===== src/rtl/shift_pkg.sv =====
// Shared types and constants for the shift serializer and its bit timer.
package shift_pkg;

    typedef enum logic {
        ST_IDLE  = 1'b0,
        ST_SHIFT = 1'b1
    } state_t;

    localparam int   DEFAULT_WIDTH = 8;
    localparam int   DEFAULT_DIV   = 1;
    localparam logic SOUT_IDLE     = 1'b0;

endpackage


===== src/rtl/shift_bit_timer.sv =====
// Per-bit hold timer: counts 0..DIV-1 while running and ticks on the wrap cycle.
module shift_bit_timer
    import shift_pkg::*;
#(
    parameter int DIV = DEFAULT_DIV
) (
    input  logic clk,
    input  logic rstn,
    input  logic run,
    input  logic clr,
    output logic tick
);

    // A one-bit counter is kept even for DIV=1 so the terminal compare stays legal.
    localparam int            TW = (DIV > 1) ? $clog2(DIV) : 1;
    localparam logic [TW-1:0] TC = TW'(DIV - 1);

    logic [TW-1:0] cnt_q;
    logic [TW-1:0] cnt_d;

    always_comb begin
        cnt_d = cnt_q;
        if (clr) begin
            cnt_d = '0;
        end else if (run) begin
            cnt_d = (cnt_q == TC) ? '0 : cnt_q + TW'(1);
        end
    end

    always_ff @(posedge clk or negedge rstn) begin
        if (!rstn) begin
            cnt_q <= '0;
        end else begin
            cnt_q <= cnt_d;
        end
    end

    assign tick = run && (cnt_q == TC);

endmodule


===== src/rtl/shift_serializer.sv =====
// Parallel-to-serial converter with a one-entry holding buffer for gapless words.
//   state    | meaning
//   ST_IDLE  | nothing shifting; an accept (or a full buffer) loads the shifter
//   ST_SHIFT | a word is on sout; the next word may wait in the buffer
module shift_serializer
    import shift_pkg::*;
#(
    parameter int WIDTH     = DEFAULT_WIDTH,
    parameter int MSB_FIRST = 1,
    parameter int DIV       = DEFAULT_DIV
) (
    input  logic             clk,
    input  logic             rstn,
    input  logic [WIDTH-1:0] din,
    input  logic             din_valid,
    output logic             din_ready,
    output logic             sout,
    output logic             sout_valid,
    output logic             sof,
    output logic             eof,
    output logic             busy
);

    localparam int            CW       = $clog2(WIDTH);
    localparam logic [CW-1:0] CNT_LAST = CW'(WIDTH - 1);

    state_t           state_q, state_d;
    logic             buf_full_q, buf_full_d;
    logic [WIDTH-1:0] buf_data_q, buf_data_d;
    logic [WIDTH-1:0] shreg_q, shreg_d;
    logic [CW-1:0]    bit_cnt_q, bit_cnt_d;

    logic             tick;
    logic             timer_run;
    logic             timer_clr;
    logic             accept;
    logic             last_end;

    assign timer_run = (state_q == ST_SHIFT);
    assign timer_clr = (state_q == ST_IDLE);

    shift_bit_timer #(
        .DIV (DIV)
    ) u_bit_timer (
        .clk  (clk),
        .rstn (rstn),
        .run  (timer_run),
        .clr  (timer_clr),
        .tick (tick)
    );

    // din_ready is a pure decode of a flop, so there is no path from din_valid.
    assign accept   = din_valid && !buf_full_q;
    assign last_end = (state_q == ST_SHIFT) && tick && (bit_cnt_q == CNT_LAST);

    always_comb begin
        state_d    = state_q;
        buf_full_d = buf_full_q;
        buf_data_d = buf_data_q;
        shreg_d    = shreg_q;
        bit_cnt_d  = bit_cnt_q;

        case (state_q)
            ST_IDLE: begin
                if (buf_full_q) begin
                    shreg_d    = buf_data_q;
                    buf_full_d = 1'b0;
                    bit_cnt_d  = '0;
                    state_d    = ST_SHIFT;
                end else if (accept) begin
                    shreg_d   = din;
                    bit_cnt_d = '0;
                    state_d   = ST_SHIFT;
                end
            end

            ST_SHIFT: begin
                if (last_end) begin
                    bit_cnt_d = '0;
                    if (buf_full_q) begin
                        shreg_d    = buf_data_q;
                        buf_full_d = 1'b0;
                    end else if (accept) begin
                        shreg_d = din;
                    end else begin
                        shreg_d = '0;
                        state_d = ST_IDLE;
                    end
                end else begin
                    if (tick) begin
                        shreg_d   = (MSB_FIRST != 0) ? {shreg_q[WIDTH-2:0], 1'b0}
                                                     : {1'b0, shreg_q[WIDTH-1:1]};
                        bit_cnt_d = bit_cnt_q + CW'(1);
                    end
                    if (accept) begin
                        buf_data_d = din;
                        buf_full_d = 1'b1;
                    end
                end
            end

            default: begin
                state_d = ST_IDLE;
            end
        endcase
    end

    always_ff @(posedge clk or negedge rstn) begin
        if (!rstn) begin
            state_q    <= ST_IDLE;
            buf_full_q <= 1'b0;
            buf_data_q <= '0;
            shreg_q    <= '0;
            bit_cnt_q  <= '0;
        end else begin
            state_q    <= state_d;
            buf_full_q <= buf_full_d;
            buf_data_q <= buf_data_d;
            shreg_q    <= shreg_d;
            bit_cnt_q  <= bit_cnt_d;
        end
    end

    assign sout_valid = (state_q == ST_SHIFT);
    assign sout       = sout_valid ? ((MSB_FIRST != 0) ? shreg_q[WIDTH-1] : shreg_q[0])
                                   : SOUT_IDLE;
    assign sof        = sout_valid && (bit_cnt_q == '0);
    assign eof        = sout_valid && (bit_cnt_q == CNT_LAST);
    assign din_ready  = !buf_full_q;
    assign busy       = sout_valid || buf_full_q;

endmodule


===== config.mk =====
export PLATFORM = sky130hd
export DESIGN_NAME = shift_serializer
export DESIGN_NICKNAME = d
export VERILOG_FILES = /design/src/rtl/shift_pkg.sv /design/src/rtl/shift_bit_timer.sv /design/src/rtl/shift_serializer.sv
export SDC_FILE = /design/constraint.sdc
export NUM_CORES = 1
export LEC_CHECK = 0
export CAP_MARGIN = 10
export CORE_MARGIN = 2
export CORE_UTILIZATION = 40
export CTS_BUF_LIST = sky130_fd_sc_hd__clkbuf_8
export DETAILED_ROUTE_END_ITERATION = 7
export PLACE_DENSITY = 0.62
export SLEW_MARGIN = 20
export SYNTH_ARGS = -nofsm -noshare
export SYNTH_HDL_FRONTEND = slang
export SYNTH_SLANG_ARGS = --single-unit

===== constraint.sdc =====
create_clock -name clk -period 3.7 [get_ports clk]
set_input_delay 0.925 -clock clk [delete_from_list [all_inputs] [get_ports clk]]
set_output_delay 0.925 -clock clk [all_outputs]
set_load 0.03 [all_outputs]

# == Yosys cells after proc, flatten, opt, wreduce, memory -nomap -nowiden ==
# Index checks and enable logic that the tools add are counted.
# word_totals
ff_bits,22
latchBits,0
ram_bits,0
rom_bits,0
input_bits,11
out_inout_bits,6
elab_cells,48
n_memories,0
# classes
addsub,2
mul,0
n_div,0
n_lt_le_gt_ge,0
n_eq_ne,4
n_shift,0
n_mux,22
bitwise,3
n_reduce_logical,11
# op_table
operator,n
$mux 8,6
$pmux 8 s2,1
$mux 3,4
$mux 1,8
$logic_and 1x1->1,6
$ne 3x1->1 const B,2
$pmux 3 s2,1
$pmux 1 s2,2
$add 3x1->3 const B,1
$eq 3x3->1 const B,1
$logic_not 3->1,1
$ne 3x2->1 const B,1
$not 1->1,3
$reduce_and 3->1,1
$reduce_and 2->1,1
$add 1x1->1 const B,1
$logic_not 1->1,1
$logic_or 1x1->1,1

# == Depth between registers and ports, before layout ==
# Gate-level depths: netlist of the first run.
# depth
word_depth,6
mapped_depth,7

# == By module ==
# From an unflattened synthesis of the first run, not the netlist that was laid out.
# unflattened
cells_unflattened,101
hier_area_um2,1072.3
# modules_own_cells
mod,n_inst,cells_each,area_per_inst_um2
shift_serializer,1,100,1064.8
shift_bit_timer,1,1,7.5

# == Least setup slack after synthesis of the first run ==
# No wires, ideal clock.
# synth_timing
path_type,register -> output
from,register bit_cnt_q[0]
to,output port eof
arrival_ns,1.057
required_time_ns,2.775
setup_slack_ns,1.718
path_stages_with_launch,4
path_buffers,0
cell_sequence,dfrtp_1 > ha_1 > ha_1 > and2_1
# synth_between
elab_chain_len,2
# synth_rtl
element,line,text
start: declaration,shift_serializer.sv:31,"logic [CW-1:0] bit_cnt_q, bit_cnt_d;"
start signal: assignment,shift_serializer.sv:120,bit_cnt_q <= bit_cnt_d;
$eq 3x3->1,shift_serializer.sv:128,assign eof = sout_valid && (bit_cnt_q == CNT_LAST);
$logic_and 1x1->1,shift_serializer.sv:128,
end: declaration,shift_serializer.sv:20,"output logic eof,"
# Every way passes these cells.

# == Worst setup path in the final report of the first run ==
# Ends and elaborated chain as after synthesis.

==> results of run 1 <==
## tightest hold or removal path: stages, from the launching register on
cell	delay, ns
dfrtp_1	0.36
nand2_1	0.05
o21ai_0	0.06
## power groups by stage
stage / Clock [mW] / Combinational [mW] / Sequential, mW
global route: 0.157 / 0.362 / 0.415
global placement: 0 / 0.320 / 0.395
CTS: 0.151 / 0.329 / 0.398
finish: 0.143 / 0.323 / 0.397
floorplan: 0 / 0.271 / 0.372
detailed placement: 0 / 0.327 / 0.401
## state kept, by name (all words and copies together) (netlist names)
| name | count |
|---|---|
| bit_cnt_q | 3 |
| shreg_q | 8 |
| buf_full_q | 1 |
| buf_data_q | 8 |
| sout_valid | 1 |
## stage by stage
stage / std cells / setup slack [ns] / area, um^2 / total power, mW / utilization (%)
after detailed placement: 123 / 1.20 / 1170 / 0.728 / 48.1
after floorplan: 81 / 1.72 / 1010 / 0.643 / -
final: 127 / 0.929 / 1210 / 0.863 / 49.9
after CTS: 127 / 0.913 / 1210 / 0.878 / 49.9
after global routing: 127 / 0.845 / 1210 / 0.935 / 49.9
after global placement: 123 / 1.23 / 1170 / 0.716 / 48.1
## kinds of logic after synthesis
family / Yosys count
AOI/OAI and AO/OA: 26
DFF: 21
and+or+nand+nor: 14
buffers and inverters: 9
muxes: 8
adders and majority gates: 3
## final timing paths
| kind | end | slack [ns] |
|---|---|---|
| worst max-delay path | eof | 0.93 |
| worst min-delay path | shreg_q[0]$_DFFE_PN0P_ | 0.51 |
| worst max register to register | buf_data_q[3]$_DFFE_PN0P_ | 1.76 |
| worst min register to register | shreg_q[0]$_DFFE_PN0P_ | 0.51 |
| max in group asynchronous | shreg_q[7]$_DFFE_PN0P_ | 1.92 |
| min in group asynchronous | sout_valid$_DFF_PN0_ | 1.20 |
## cell usage in the layout, fill, tap and decap left out, drive strengths merged
master,instances
clkdlybuf4s50,16
nand2,3
nor2b,2
nor3,1
or2b,1
and2,3
and3b,1
or2,1
clkbuf,3
nor2,2
a22oi,15
ha,3
inv,4
a22o,2
dfrtp,21
mux2,8
o21ai,9
buf,2
## routing by layer
metal | vias up | track usage [%] | part of all wire, %
met4 | 0 | 7.50 | 0.55
li1 | 321 | - | -
met2 | 12 | 24.3 | 47
met1 | 330 | 20.8 | 49
met3 | 2 | 2.46 | 3.2
met5 | - | 0 | 0
## final cells by class
type                            count  area, um^2
Multi-Input combinational cell     51         420
Inverter                            3        11.3
Fill cell                         239        1220
Tap cell                           30        37.5
Timing Repair Buffer               18         175
Sequential cell                    21         526
Clock buffer                        3        41.3
Clock inverter                      1        3.75
==> flow_metrics.tcl, run 1 <==
set metrics [dict create \
    firstDrtPassIters 4 \
    p_clk_share_pct 16.6 \
    area_delta_synth_final_pct 20.3 \
    drive_gt1_share_pct 16.5 \
    status "complete, no violations" \
    cpPeakStageDelay_ns 0.58 \
    cp.depth 4 \
    final_nets 112 \
    synth_cell_type_count 22 \
    die_y_um 54.2 \
    antenna_found_initial 0 \
    start_util_pct 41.5 \
    crit_fanout 4 \
    hold_viol_final 0 \
    p_sw_mw 0.272 \
    drv_slew 0 \
    tightest_slew_ns 0.957 \
    path_buf_inv 1 \
    crit_family "buffers and inverters" \
    hold_depth 2 \
    ys_ff_latch 21 \
    netlist_area_um2 1010 \
    vias 665 \
    intPower_mw 0.591 \
    grt_pass1_vias 650 \
    finalSetupViolCount 0 \
    syn-num-nets 95 \
    globalplace.congestion 0.669 \
    rsz0062_at_grt "no" \
    netlist_top_cells_area "dfrtp_1 (52%), mux2_4 (12%), a22oi_1 (11%), o21ai_0 (4.5%), ha_1 (3.7%)" \
    synth_compound_area_share_pct 17.3 \
    synth_ff_type "dfrtp_1" \
    p_seq_share_pct 46.0 \
    antenna_cells 0 \
    synth_edf_count 0 \
    synthMuxAreaShare_pct 11.9 \
    yosys_warnings 0 \
    clkTransAtPathRegs_ns 0.07 \
    synth_xor_area_share_pct 0 \
    critPathArrivalTime_ns 1.85 \
    critPathSlowestCell "clkdlybuf4s50_1" \
    drc 0 \
    max-slew-margin-rel_pct 36.0 \
    synthSimpleGateAreaFrac_pct 8.67 \
    cts-root-buf "clkbuf_8" \
    std_cell_rows 18 \
    synth_adder_area_share_pct 3.72 \
    wl_um 1820 \
    sw_frac_of_total_pct 31.5 \
    grt_pass1_wl_um 3090 \
    portBuffers 16 \
    ctsLongestPathBuffers 2 \
    postCtsSetupBuffers 0 \
    drt_iter0_markers 10 \
    insertion_delay_ns 0.25 \
    worstHoldStart "shreg_q[0]$_DFFE_PN0P_" \
    dieWidth_um 54.2 \
    pin_count 17 \
    synth_top_family_by_area "compound AO/OA/AOI/OAI gates" \
    syn_inst 81 \
    dieArea_um2 2940 \
    cts_made_buffers 3 \
    cpMostUsedCell "ha_1" \
    tns_ns 0 \
    synth.most_common_cell "dfrtp_1" \
    start_kind "register" \
    ys_async_sr_fraction_pct 100 \
    r2r_start "bit_cnt_q[0]$_DFFE_PN0P_" \
    cts_hold_buf 0 \
    crit_path_end_kind "output pin" \
    whs_ns 0.510 \
    fmax_mhz 361 \
    pwr-share-comb_pct 37.4 \
    post_drt_via_cell_ratio 5.24 \
    synth_area_per_cell_um2 12.5 \
    h-tree-depth 1 \
    synth_top_area_cell "dfrtp_1" \
    hold_class "reg -> reg" \
    core_um2 2430 \
    cts_resized 0 \
    ant_nets 0 \
    synth_top_area_share_pct 52.0 \
    seq_area_frac_synth_pct 52.0 \
    grt_max_degree 22 \
    path_class "reg -> out" \
    cap_violations 0 \
    p_leak_nw 0.543 \
    cts_tree "done" \
    min_period_ns 2.77 \
    crit_start "bit_cnt_q[0]$_DFFE_PN0P_" \
    grtUsageTotal_pct 15.5 \
    cts_sinks 21 \
    synth.top_cells.by_count "dfrtp_1 (21), a22oi_1 (15), o21ai_0 (9)" \
    p_per_area_nw_per_um2 711 \
    clock_skew_ns 0.00116 \
    reg2regPathDepth 5 \
    min_period_over_period_pct 74.9 \
    worstPathRequired_ns 2.77 \
    ir_drop_mv 0.307 \
    crit_chain "ha_1 > ha_1 > and2_1 > clkdlybuf4s50_1" \
    wl_per_cell_um 14.3 \
    grt_overflow_total 0 \
]
Power figures use the tool's default switching activity.
==> run 2: changes to the inputs <==
Settings changed: PLACE_DENSITY 0.62 to 0.64.
Clock period 3.7 ns to 2.25 ns, I/O delays scaled along.
==> run 2 against run 1 <==
Final cell count up 1.6%. Critical path depth down 2. Combinational power up 73%. Design area up 1.2%. Wire length down 8.8%. Non-clock buffer count up 2. Die area unchanged. Clock skew up 0.0037 ns. Largest cell class unchanged. Power up 66%.
==> flow_metrics.tcl, run 2 (synthesis gave the netlist of run 1 again) <==
set metrics [dict create \
    status "complete, no violations" \
    p_clk_share_pct 17.0 \
    wl_per_cell_um 12.9 \
    area_delta_synth_final_pct 21.8 \
    cts_sinks 21 \
    drc 0 \
    portBuffers 16 \
    max-slew-margin-rel_pct 30.5 \
    std_cell_rows 18 \
    hold_class "reg -> reg" \
    core_um2 2430 \
    grt_pass1_wl_um 2800 \
    critPathArrivalTime_ns 1.57 \
    drv_slew 0 \
    r2r_setup_slack_ns 0.47 \
    drive_gt1_share_pct 19.2 \
    antenna_found_initial 0 \
    hold_viol_final 0 \
    antenna_cells 0 \
    cts-root-buf "clkbuf_8" \
    p_leak_nw 0.566 \
    final_common_cell "dfrtp_1" \
    dp_hpwl_um 1140 \
    grt_pass1_vias 636 \
    crit_path_end_kind "output pin" \
    min_period_over_period_pct 94.7 \
    postCtsSetupBuffers 0 \
    p_sw_mw 0.449 \
    wl_um 1660 \
    cts_hold_buf 0 \
    start_util_pct 41.5 \
    hold_depth 2 \
    grt_max_degree 22 \
    worstHoldStart "shreg_q[0]$_DFFE_PN0P_" \
    cts_made_buffers 3 \
    vias 679 \
    drt_iter0_markers 15 \
    rsz0062_at_grt "no" \
    fin_util_pct 50.6 \
    sw_frac_of_total_pct 31.4 \
    ir_drop_mv 0.611 \
    ctsLongestPathBuffers 2 \
    p_seq_share_pct 43.9 \
    r2r_start "buf_full_q$_DFFE_PN0P_" \
    ant_nets 0 \
    start_kind "register" \
    globalplace.congestion 0.703 \
    pin_count 17 \
    post_drt_via_cell_ratio 5.26 \
    clkTransAtPathRegs_ns 0.08 \
    insertion_delay_ns 0.26 \
    cts_tree "done" \
    p_per_area_nw_per_um2 1160 \
    grtUsageTotal_pct 13.6 \
    intPower_mw 0.981 \
    min_period_ns 2.13 \
    path_class "reg -> out" \
    fmax_mhz 469 \
    hold_end "shreg_q[0]$_DFFE_PN0P_" \
    pwr-share-comb_pct 39.2 \
    die_y_um 54.2 \
    reg2regPathDepth 4 \
    dieArea_um2 2940 \
    tightest_slew_ns 1.03 \
    cap_violations 0 \
    biggestRegsByFlops "buf_data_q x8, shreg_q x8, bit_cnt_q x3" \
    h-tree-depth 1 \
    worstPathRequired_ns 1.69 \
    dieWidth_um 54.2 \
    firstDrtPassIters 2 \
    tns_ns 0 \
    r2r_end "shreg_q[5]$_DFFE_PN0P_" \
    final_nets 114 \
    crit_fanout 9 \
    clock_skew_ns 0.00483 \
    layout_common_cells "dfrtp_1 (21), a22oi_1 (15), clkdlybuf4s50_1 (13)" \
    finalSetupViolCount 0 \
    grt_overflow_total 0 \
]
## run 2: final cells by class
class / instances / area, um^2
Clock buffer: 3 / 41.3
Clock inverter: 1 / 3.75
Fill cell: 237 / 1200
Multi-Input combinational cell: 51 / 420
Inverter: 3 / 11.3
Tap cell: 30 / 37.5
Timing Repair Buffer: 20 / 190
Sequential cell: 21 / 526
## run 2: per-stage QoR
stage	power [mW]	instances	worst slack [ns]	hold WS (ns)	area, um^2
global placement	1.19	125	0.0860	0.472	1180
CTS	1.45	129	0.00478	0.500	1230
global route	1.54	129	0.0513	0.537	1230
detailed placement	1.20	125	0.0808	0.483	1180
floorplan	1.06	81	0.565	0.267	1010
finish	1.43	129	0.119	0.494	1230
## run 2: how the worst max path moves through the flow
| stage | startpoint | to | slack [ns] |
|---|---|---|---|
| after floorplan | bit_cnt_q[0]$_DFFE_PN0P_ | buf_data_q[0]$_DFFE_PN0P_ | 0.56 |
| after global placement | din_valid | shreg_q[5]$_DFFE_PN0P_ | 0.09 |
| after detailed placement | din_valid | shreg_q[5]$_DFFE_PN0P_ | 0.08 |
| after CTS | bit_cnt_q[0]$_DFFE_PN0P_ | sof | 0.005 |
| after global routing | sout_valid$_DFF_PN0_ | sout | 0.05 |
| final | sout_valid$_DFF_PN0_ | sout | 0.12 |
## run 2: timing repair
| action | in CTS | in global routing |
|---|---|---|
| setup endpoints to repair | 1 | 3 |
| resized for setup | 1 | 4 |
| pin swaps | 0 | 0 |
## run 2: critical path, cell delays in order, from the launching register on
cell             delay, ns
dfrtp_1               0.49
and2_1                0.16
clkdlybuf4s50_1       0.66
## run 2: metal layers
layer	global-route usage, %	share of wire [%]
met2	21.1	43
met4	7.50	1.4
met1	17.8	51
met5	0	0
met3	2.46	4.8
## run 2: power groups by stage
stage	registers, mW	clock network, mW	logic [mW]
4_1_cts	0.627	0.247	0.572
3_3_place_gp	0.629	0	0.561
2_1_floorplan	0.613	0	0.445
6_report	0.627	0.242	0.560
3_5_place_dp	0.633	0	0.570
5_1_grt	0.647	0.269	0.622
==> run 3: changes to the inputs <==
Settings changed: CTS_CLUSTER_DIAMETER set to 150.
==> results of run 3 <==
Same layout as run 2: the final DEF is identical, and so are final timing and power.
